### src/rtl/cdecv_datapath.sv
// -----------------------------------------------------------------------------
// cdecv_datapath
//
// Register and ALU datapath of the CDEC-V educational CPU. The controller
// presents one control word per state (changed on the falling edge); this
// block samples it on the rising edge.
//
// A single 8-bit X bus is driven by the source chosen with xsrc. Any subset of
// destination registers loads from it on the next rising edge. R captures the
// ALU result and FLG captures the ALU flags. The ALU operands are T (left) and
// X (right).
//
// Optional feature macro: CYCLE_COUNTER_EN
//   When defined, this adds a 16-bit free-running cycle counter on port
//   'cycles'. The counter can be held with pause_cc.
//   When undefined, the 'cycles' port is absent and pause_cc is ignored.
//
// Ports
//   clock      in   1   system clock, all registers capture on rising edge
//   reset      in   1   asynchronous, active-high reset
//   xsrc       in   3   X-bus source: 0 PC, 1 A, 2 B, 3 C, 4 mem_rdata, 5 R,
//                       6 {5'b0, FLG}, 7 8'hFF
//   xdst       in  10   load enables: 9 FLG, 8 R, 7 T, 6 I, 5 WD, 4 MA,
//                       3 C, 2 B, 1 A, 0 PC
//   aluop      in   4   ALU operation
//   mem_rdata  in   8   memory read data (combinational)
//   pause_cc   in   1   cycle-counter pause
//   mem_addr   out  8   MA register
//   mem_wdata  out  8   WD register
//   I          out  8   instruction register
//   SZCy       out  3   flag register {S, Z, Cy}
//   pc,a,b,c   out  8   monitor taps of PC, A, B, C
//   cycles     out 16   cycle count (CYCLE_COUNTER_EN only)
// -----------------------------------------------------------------------------
module cdecv_datapath (
  input  logic        clock,
  input  logic        reset,
  input  logic [2:0]  xsrc,
  input  logic [9:0]  xdst,
  input  logic [3:0]  aluop,
  input  logic [7:0]  mem_rdata,
  input  logic        pause_cc,
  output logic [7:0]  mem_addr,
  output logic [7:0]  mem_wdata,
  output logic [7:0]  I,
  output logic [2:0]  SZCy,
  output logic [7:0]  pc,
  output logic [7:0]  a,
  output logic [7:0]  b,
  output logic [7:0]  c
`ifdef CYCLE_COUNTER_EN
  ,
  output logic [15:0] cycles
`endif
);

  // X-bus source codes
  localparam logic [2:0] XS_PC  = 3'd0;
  localparam logic [2:0] XS_A   = 3'd1;
  localparam logic [2:0] XS_B   = 3'd2;
  localparam logic [2:0] XS_C   = 3'd3;
  localparam logic [2:0] XS_RD  = 3'd4;
  localparam logic [2:0] XS_R   = 3'd5;
  localparam logic [2:0] XS_FLG = 3'd6;
  localparam logic [2:0] XS_FF  = 3'd7;

  // Bit positions of the load enables within xdst
  localparam int unsigned EN_PC  = 0;
  localparam int unsigned EN_A   = 1;
  localparam int unsigned EN_B   = 2;
  localparam int unsigned EN_C   = 3;
  localparam int unsigned EN_MA  = 4;
  localparam int unsigned EN_WD  = 5;
  localparam int unsigned EN_I   = 6;
  localparam int unsigned EN_T   = 7;
  localparam int unsigned EN_R   = 8;
  localparam int unsigned EN_FLG = 9;

  // ALU operation codes (11..15 fall through to PASS)
  localparam logic [3:0] OP_ADD  = 4'd0;
  localparam logic [3:0] OP_SUB  = 4'd1;
  localparam logic [3:0] OP_AND  = 4'd2;
  localparam logic [3:0] OP_OR   = 4'd3;
  localparam logic [3:0] OP_XOR  = 4'd4;
  localparam logic [3:0] OP_INC  = 4'd5;
  localparam logic [3:0] OP_DEC  = 4'd6;
  localparam logic [3:0] OP_PASS = 4'd7;
  localparam logic [3:0] OP_NOT  = 4'd8;
  localparam logic [3:0] OP_SHL  = 4'd9;
  localparam logic [3:0] OP_SHR  = 4'd10;

  // Architectural registers
  logic [7:0] pc_q,  pc_d;
  logic [7:0] a_q,   a_d;
  logic [7:0] b_q,   b_d;
  logic [7:0] c_q,   c_d;
  logic [7:0] ma_q,  ma_d;
  logic [7:0] wd_q,  wd_d;
  logic [7:0] i_q,   i_d;
  logic [7:0] t_q,   t_d;
  logic [7:0] r_q,   r_d;
  logic [2:0] flg_q, flg_d;

  // Combinational bus and ALU signals
  logic [7:0] x_s;
  logic [8:0] alu_sum_s;    // bit 8 is carry/borrow out
  logic [7:0] alu_res_s;
  logic       alu_cy_s;
  logic [2:0] alu_flg_s;

  // X-bus source multiplexer
  always_comb begin
    x_s = 8'h00;
    case (xsrc)
      XS_PC:   x_s = pc_q;
      XS_A:    x_s = a_q;
      XS_B:    x_s = b_q;
      XS_C:    x_s = c_q;
      XS_RD:   x_s = mem_rdata;
      XS_R:    x_s = r_q;
      XS_FLG:  x_s = {5'b00000, flg_q};
      XS_FF:   x_s = 8'hFF;
      default: x_s = 8'h00;
    endcase
  end

  // ALU: arithmetic ops run through a 9-bit sum so that bit 8 yields the carry.
  // For SUB and DEC, bit 8 of the two's-complement difference is the borrow.
  // Logical ops leave bit 8 at zero, which clears Cy.
  always_comb begin
    alu_sum_s = 9'h000;
    case (aluop)
      OP_ADD:  alu_sum_s = {1'b0, t_q} + {1'b0, x_s};
      OP_SUB:  alu_sum_s = {1'b0, t_q} - {1'b0, x_s};
      OP_AND:  alu_sum_s = {1'b0, t_q & x_s};
      OP_OR:   alu_sum_s = {1'b0, t_q | x_s};
      OP_XOR:  alu_sum_s = {1'b0, t_q ^ x_s};
      OP_INC:  alu_sum_s = {1'b0, x_s} + 9'h001;
      OP_DEC:  alu_sum_s = {1'b0, x_s} - 9'h001;
      OP_PASS: alu_sum_s = {1'b0, x_s};
      OP_NOT:  alu_sum_s = {1'b0, ~x_s};
      OP_SHL:  alu_sum_s = {x_s, 1'b0};
      // Cy comes from the bit that is shifted out, so it is patched below.
      OP_SHR:  alu_sum_s = {1'b0, 1'b0, x_s[7:1]};
      default: alu_sum_s = {1'b0, x_s};
    endcase
  end

  // ALU flag formation {S, Z, Cy}
  always_comb begin
    alu_res_s = alu_sum_s[7:0];
    alu_cy_s  = (aluop == OP_SHR) ? x_s[0] : alu_sum_s[8];
    alu_flg_s = {alu_res_s[7], (alu_res_s == 8'h00), alu_cy_s};
  end

  // Next-state selection: each register loads when its enable is set and
  // holds otherwise. Several enables may be active at once (broadcast).
  always_comb begin
    pc_d  = xdst[EN_PC]  ? x_s       : pc_q;
    a_d   = xdst[EN_A]   ? x_s       : a_q;
    b_d   = xdst[EN_B]   ? x_s       : b_q;
    c_d   = xdst[EN_C]   ? x_s       : c_q;
    ma_d  = xdst[EN_MA]  ? x_s       : ma_q;
    wd_d  = xdst[EN_WD]  ? x_s       : wd_q;
    i_d   = xdst[EN_I]   ? x_s       : i_q;
    t_d   = xdst[EN_T]   ? x_s       : t_q;
    r_d   = xdst[EN_R]   ? alu_res_s : r_q;
    flg_d = xdst[EN_FLG] ? alu_flg_s : flg_q;
  end

  // Datapath register bank. The ALU sees the pre-edge T, so loading T and R
  // on the same edge gives R = f(old T, X).
  always_ff @(posedge clock or posedge reset) begin
    if (reset) begin
      pc_q  <= 8'h00;
      a_q   <= 8'h00;
      b_q   <= 8'h00;
      c_q   <= 8'h00;
      ma_q  <= 8'h00;
      wd_q  <= 8'h00;
      i_q   <= 8'h00;
      t_q   <= 8'h00;
      r_q   <= 8'h00;
      flg_q <= 3'b000;
    end else begin
      pc_q  <= pc_d;
      a_q   <= a_d;
      b_q   <= b_d;
      c_q   <= c_d;
      ma_q  <= ma_d;
      wd_q  <= wd_d;
      i_q   <= i_d;
      t_q   <= t_d;
      r_q   <= r_d;
      flg_q <= flg_d;
    end
  end

  // Every output is a direct register tap.
  assign mem_addr  = ma_q;
  assign mem_wdata = wd_q;
  assign I         = i_q;
  assign SZCy      = flg_q;
  assign pc        = pc_q;
  assign a         = a_q;
  assign b         = b_q;
  assign c         = c_q;

`ifdef CYCLE_COUNTER_EN
  logic [15:0] cycles_q, cycles_d;

  // Cycle counter next state: hold while paused, otherwise count with natural
  // 16-bit wrap.
  always_comb begin
    cycles_d = pause_cc ? cycles_q : (cycles_q + 16'd1);
  end

  // Cycle counter register
  always_ff @(posedge clock or posedge reset) begin
    if (reset) begin
      cycles_q <= 16'h0000;
    end else begin
      cycles_q <= cycles_d;
    end
  end

  assign cycles = cycles_q;
`else
  // pause_cc has no function without the counter.
  logic unused_pause_s;
  assign unused_pause_s = pause_cc;
`endif

endmodule

### config.mk
export PLATFORM = sky130hd
export DESIGN_NAME = cdecv_datapath
export DESIGN_NICKNAME = d
export VERILOG_FILES = /design/src/rtl/cdecv_datapath.sv
export SDC_FILE = /design/constraint.sdc
export NUM_CORES = 1
export LEC_CHECK = 0
export CORE_ASPECT_RATIO = 0.7
export CORE_MARGIN = 3
export CORE_UTILIZATION = 35
export CTS_BUF_LIST = sky130_fd_sc_hd__clkbuf_2
export DETAILED_ROUTE_END_ITERATION = 6
export HOLD_SLACK_MARGIN = 0.12
export RECOVER_POWER = 25
export SLEW_MARGIN = 40
export SYNTH_ARGS = -nofsm -noshare
export SYNTH_HDL_FRONTEND = slang
export SYNTH_SLANG_ARGS = --single-unit
### constraint.sdc
create_clock -name clock -period 4.11 [get_ports clock]
set_input_delay 0.6165 -clock clock [delete_from_list [all_inputs] [get_ports clock]]
set_output_delay 0.6165 -clock clock [all_outputs]
set_load 0.01 [all_outputs]
==> results of run 1 <==
## sequential cells by signal, indices dropped and copies added (netlist names)
register	flops
SZCy	3
mem_wdata	8
mem_addr	8
pc	8
t_q	8
b	8
c	8
I	8
r_q	8
a	8
## layout by cell type (no fill, tap or decap), types with 3 or more instances in the layout
master / synthesis / routed
or2_1: 4 / 4
clkbuf_2: 0 / 9
xor2_1: 3 / 3
a211o_1: 3 / 3
xnor2_1: 11 / 11
mux2_2: 59 / 59
ha_1: 36 / 36
buf_4: 3 / 82
nor4_1: 5 / 4
o21bai_1: 5 / 5
o32ai_1: 3 / 3
o21ai_1: 5 / 5
a21oi_1: 25 / 25
inv_1: 31 / 30
mux2i_1: 8 / 8
a22oi_1: 5 / 5
nand2_1: 40 / 40
and2_1: 3 / 3
o32a_1: 4 / 4
nand3_1: 10 / 10
and3_1: 5 / 5
clkdlybuf4s50_1: 0 / 84
nor2_1: 35 / 35
a31oi_1: 7 / 7
o22ai_1: 4 / 4
inv_8: 0 / 3
nor2b_1: 12 / 12
nor3_1: 12 / 12
nand2b_1: 7 / 7
dfrtp_1: 75 / 75
a221oi_1: 3 / 3
o21ai_0: 34 / 34
## path summary, 6_finish.rpt
path                          from      end  depth (start not counted)
setup / recovery           xsrc[2]  SZCy[1]                         14
hold / removal              r_q[2]   r_q[2]                          1
setup reg to reg              c[0]  SZCy[1]                         14
hold reg to reg             r_q[2]   r_q[2]                          1
max in group asynchronous    reset   r_q[3]                          3
min in group asynchronous    reset     b[7]                          2
## worst max-delay path: stages
cell and delay (ns):
clkdlybuf4s50_1 0.63, buf_4 0.21, buf_4 0.21, a21bo_1 0.27, a31oi_2 0.39, inv_1 0.12, ha_1 0.37, o21bai_1 0.08
a21oi_1 0.43, xnor2_1 0.21, o22ai_1 0.11, o32ai_1 0.39, and3_1 0.24, a32o_2 0.17
## routing by layer
| metal | up-vias | part of all wire (%) | GRT usage, % |
|---|---|---|---|
| li1 | 2256 | - | - |
| met1 | 2360 | 50 | 32.7 |
| met2 | 170 | 41 | 30.6 |
| met3 | 10 | 8.3 | 5.83 |
| met4 | 0 | 0.45 | 3.12 |
| met5 | - | 0 | 0 |
## report_power, final
part           total [uW]  internal, uW  switching [uW]
clock network         427           105             322
logic                1640           832             813
registers            1060           906             153
## cell families (layout without fill, tap and decap cells)
group,after synthesis,after routing
buffers and inverters,71,218
xor gates and xnor gates,14,14
and+or+nand+nor,146,146
DFF,75,75
muxes,67,67
adders and majority gates,38,38
AOI/OAI and AO/OA,137,137
## through the flow
stage | cell area (sq um) | std cells
after floorplan | 5280 | 548
after global placement | 6780 | 869
after detailed placement | 6780 | 869
after CTS | 6900 | 885
after global routing | 6900 | 885
final | 6900 | 885
## cell type report
type / count / area (sq um) / share of cell area (%)
clock buffers: 9 / 45.0 / 0.653
clock inverters: 7 / 76.3 / 1.11
inverters: 34 / 129 / 1.87
multi-input cells: 402 / 3070 / 44.4
flip-flops and latches: 75 / 1880 / 27.2
well taps: 190 / 238 / 3.44
repair buffers: 168 / 1470 / 21.3
==> impl_metrics.json, run 1 <==
{
  "outcome": "finished, violations left",
  "failed_checks": "capacitance limit, slew limit",
  "syn-cell-area_sq_mm": 0.00528,
  "yosys_most_used_dff": "dfrtp_1",
  "power.density_cell_area_mw_per_mm2": 454,
  "synth_most_common_cell": "dfrtp_1",
  "final_clock_skew_ns": 0.0519,
  "post_synth_main_area_contributors": "dfrtp_1 (36%), mux2_2 (13%), ha_1 (8.5%), o21ai_0 (3.2%), nand2_1 (2.8%)",
  "totalNegativeSetupSlack_ns": 0,
  "drt.antenna.violating_nets": 0,
  "initial_utilization_pct": 36.8,
  "max_cap_viol_count": 1,
  "critPathArrivalTime_ns": 4.45,
  "areaGrowthSynthToFinish_pct": 30.8,
  "detailedRoute.firstIterationViolations": 344,
  "setup.worst_path.start_class": "input pin",
  "synth-compound-area-share_pct": 18.6,
  "cts.path.max_buffers": 2,
  "cts.sink_count": 75,
  "drt_pre_antenna_iters": 5,
  "final_core_utilization_pct": 48.2,
  "grt_overflow": 0,
  "dominant_combinational_cell_family_by_area_after_synthesis": "compound AO/OA/AOI/OAI gates",
  "cts_resized": 0,
  "relSlewSlack_pct": -50.6,
  "insertion_delay_ns": 0.56,
  "crit_required_ns": 4.62,
  "cts_setup_buffers": 0,
  "synth_enable_flop_cells": 0,
  "total_leakage_power_uw": 0.00302,
  "post_synth.cell_area_avg_sq_um": 9.63,
  "min_path_type": "register to register",
  "reg2reg_slack_ns": 0.50,
  "ys_seq_elements": 75,
  "post-dp-hpwl_um": 13900,
  "vdd_ir_drop_max_mv": 0.225,
  "final.fill_count": 1375,
  "die_x_um": 153,
  "fin_ws_ns": 0.167,
  "drt-vias-per-instance": 5.42,
  "muxShareOfSynthArea_pct": 14.1,
  "largest_net_degree_at_the_start_of_global_routing": 53,
  "post_synth_and_or_nand_nor_area_fraction_pct": 13.6,
  "place.gp.congestion": 0.979,
  "die_h_um": 109,
  "hold_buffers": 0,
  "clock_tree.htree_level_count": 3,
  "wl_um": 17700,
  "period_needed_ns": 3.94,
  "worst_setup_path_end_kind": "register",
  "num_rows": 36,
  "overall_global_routing_resource_usage_pct": 21.4,
  "p_total_uw": 3130,
  "rsz0062_at_grt": "no",
  "timing.critical_path.fanout_max": 14,
  "yosys_warnings": 0,
  "cts_root_buf": "clkbuf_2",
  "initial_antenna_violation_count": 0,
  "tritoncts.num_buffers": 9,
  "nNetsFinal": 756,
  "final-max-slew-violation-count": 53,
  "clk_pin_slew_ns": 0.25,
  "yosys.area.top_type": "dfrtp_1",
  "critical_path_class": "input pin to register",
  "worstMarginPinSlew_ns": 2.25,
  "design.portCount": 87,
  "floorplan.core_area_sq_mm": 0.0143,
  "drc_errors": 0,
  "fmax_ghz": 0.254,
  "share_of_yosys_cell_area_claimed_by_the_top_area_cell_type_pct": 35.6,
  "die_area_sq_mm": 0.0166,
  "synth-adder-area-share_pct": 9.30,
  "layout-drive-gt1-share_pct": 25.3,
  "worst_hold_margin_ns": 0.542,
  "ys_seq_area_share_pct": 35.6,
  "pre_cts_slack_ns": -0.415,
  "synth_xor_area_share_pct": 2.32,
  "grt_pass1_vias": 4773,
  "wl_per_cell_um": 20.0,
  "final_min_period_over_clock_period_pct": 95.9,
  "grt_first_pass_wirelength_um": 27600,
  "report.final.hold_viol_count": 0,
  "setup-violations-final": 0,
  "port-buffer-count": 85,
  "tritoncts_clock_tree": "yes",
  "synthArstFlopShare_pct": 100,
  "leading_post_synthesis_cells_by_instance_count": "dfrtp_1 (75), mux2_2 (59), nand2_1 (40)",
  "routed-via-count": 4796,
  "synth_cell_type_count": 77,
  "antenna-diode-count": 0,
  "postSynthCellCount": 548,
  "synth_nets": 614
}
No activity file was read; power rests on OpenSTA's default activity.
==> inputs of run 2 (changes only) <==
--- a/config.mk
+++ b/config.mk
@@ -10,6 +10,7 @@
 export CORE_UTILIZATION = 35
 export CTS_BUF_LIST = sky130_fd_sc_hd__clkbuf_2
 export DETAILED_ROUTE_END_ITERATION = 6
+export GPL_ROUTABILITY_DRIVEN = 0
 export HOLD_SLACK_MARGIN = 0.12
 export RECOVER_POWER = 25
 export SLEW_MARGIN = 40
==> impl_metrics.json, run 2 (synthesized netlist as in run 1, its figures left out) <==
{
  "min_path_type": "register to register",
  "sequential_cell_area_sq_mm": 0.00188,
  "multiInputGateArea_sq_mm": 0.00307,
  "initial_utilization_pct": 36.8,
  "whs_path_depth": 1,
  "relSlewSlack_pct": -51.2,
  "ff2ff_path_depth": 14,
  "floorplan.core_area_sq_mm": 0.0143,
  "most_frequent_cells_in_the_layout": "clkdlybuf4s50_1 (84), buf_4 (81), dfrtp_1 (75), mux2_2 (59), nand2_1 (40)",
  "crit_required_ns": 4.55,
  "detailedRoute.firstIterationViolations": 476,
  "max_cap_viol_count": 1,
  "total_leakage_power_uw": 0.00303,
  "report.final.hold_viol_count": 0,
  "hold_path_end": "I[3]",
  "fmax_ghz": 0.258,
  "clk_pin_slew_ns": 0.22,
  "design.portCount": 87,
  "num_rows": 36,
  "post-dp-hpwl_um": 13500,
  "period_needed_ns": 3.87,
  "overall_global_routing_resource_usage_pct": 20.6,
  "vdd_ir_drop_max_mv": 0.288,
  "layout-drive-gt1-share_pct": 25.4,
  "cts_setup_buffers": 0,
  "cts.path.max_buffers": 2,
  "reg2reg_slack_ns": 0.52,
  "hold_path_startpoint": "I[3]",
  "cts_root_buf": "clkbuf_2",
  "most_common_cell_after_layout_fill_and_taps_aside": "clkdlybuf4s50_1",
  "areaGrowthSynthToFinish_pct": 31.5,
  "worst_setup_path_end_kind": "register",
  "failed_checks": "capacitance limit, slew limit",
  "final-max-slew-violation-count": 53,
  "rr_startpoint": "c[0]",
  "wl_um": 17200,
  "worstMarginPinSlew_ns": 2.26,
  "hold_buffers": 0,
  "p_total_uw": 3150,
  "grt_overflow": 0,
  "final.fill_count": 1339,
  "critical-path-top-cell-by-count": "buf_12",
  "wl_per_cell_um": 19.4,
  "timing.critical_path.fanout_max": 10,
  "antenna-diode-count": 0,
  "grt_pass1_vias": 4850,
  "cell_with_the_largest_stage_delay_on_the_worst_path": "clkdlybuf4s50_1",
  "drt.antenna.violating_nets": 0,
  "port-buffer-count": 85,
  "die_area_sq_mm": 0.0166,
  "final_min_period_over_clock_period_pct": 94.3,
  "routed-via-count": 4886,
  "nNetsFinal": 757,
  "timing.rr.end": "SZCy[1]",
  "setup-violations-final": 0,
  "timing.critical_path.cells": "clkdlybuf4s50_1 -> buf_4 -> buf_12 -> buf_12 -> and2b_1 -> a22oi_1 -> a2bb2oi_1 -> or2_1 -> inv_1 -> ha_1 -> and3_1 -> a21oi_1 -> o21ai_1 -> nor4_1 -> o21ai_0 -> a211o_1 -> a41o_1 -> a32o_2",
  "tritoncts_clock_tree": "yes",
  "die_x_um": 153,
  "clock_tree.htree_level_count": 3,
  "initial_antenna_violation_count": 0,
  "totalNegativeSetupSlack_ns": 0,
  "grt_first_pass_wirelength_um": 27000,
  "critical_path_max_stage_delay_ns": 0.46,
  "drt_pre_antenna_iters": 5,
  "insertion_delay_ns": 0.55,
  "tritoncts.num_buffers": 9,
  "rsz0062_at_grt": "no",
  "outcome": "finished, violations left",
  "largest_net_degree_at_the_start_of_global_routing": 53,
  "cts.sink_count": 75,
  "final_clock_skew_ns": 0.0381,
  "power.density_cell_area_mw_per_mm2": 455,
  "critPathArrivalTime_ns": 4.32,
  "critical_path_class": "input pin to register",
  "drc_errors": 0,
  "drt-vias-per-instance": 5.51,
  "setup.worst_path.start_class": "input pin",
  "die_h_um": 109
}
-- run 2: worst max-delay path, delay by kind of cell --
family | cells | cell delay (ns)
adder cells (fa/ha/maj) | 1 | 0.34
AND/OR/NAND/NOR | 4 | 0.74
AO/OA/AOI/OAI | 8 | 1.65
buffers and inverters | 5 | 0.98
-- run 2: final cells by class --
| class | count | area share [%] |
|---|---|---|
| inverters | 34 | 1.86 |
| multi-input cells | 402 | 44.2 |
| clock inverters | 7 | 1.15 |
| repair buffers | 169 | 21.7 |
| well taps | 190 | 3.43 |
| clock buffers | 9 | 0.649 |
| flip-flops and latches | 75 | 27.1 |
-- run 2: how the worst max path moves through the flow --
| stage | to | depth (start not counted) | slack, ns | startpoint |
|---|---|---|---|---|
| 2_1_floorplan | SZCy[1] | 15 | 0.41 | aluop[1] |
| 3_3_place_gp | SZCy[1] | 16 | -0.32 | xsrc[2] |
| 3_5_place_dp | SZCy[1] | 16 | -0.55 | xsrc[2] |
| 4_1_cts | SZCy[1] | 16 | 0.05 | xsrc[2] |
| 5_1_grt | SZCy[1] | 18 | 0.06 | xsrc[2] |
| 6_report | SZCy[1] | 18 | 0.24 | xsrc[2] |
-- run 2: layer usage --
| layer | part of all wire (%) | wire (um) | track usage (%) |
|---|---|---|---|
| met1 | 48 | 8340 | 30.8 |
| met2 | 41 | 7060 | 29.4 |
| met3 | 9.3 | 1590 | 6.19 |
| met4 | 1.2 | 208 | 4.32 |
| met5 | 0 | 0 | 0 |
-- run 2: what timing repair did --
item	CTS	global route
endpoints found under the hold margin	0	0
endpoints found under the setup margin	0	2
resized for setup	0	2
-- run 2: where the power goes --
| group | internal, uW | switching, uW | total, uW |
|---|---|---|---|
| registers | 906 | 147 | 1050 |
| clock network | 150 | 293 | 443 |
| logic | 844 | 813 | 1660 |
-- run 2: metrics by stage --
step | area [sq um] | utilization [%] | cells | setup slack, ns | hold slack [ns]
after global routing | 6940 | 48.4 | 886 | 0.0570 | 0.565
after floorplan | 5280 | - | 548 | 0.405 | 0.475
after CTS | 6940 | 48.4 | 886 | 0.0467 | 0.441
after global placement | 6810 | 47.5 | 870 | -0.316 | 0.490
after detailed placement | 6810 | 47.6 | 870 | -0.550 | 0.499
final | 6940 | 48.4 | 886 | 0.235 | 0.542
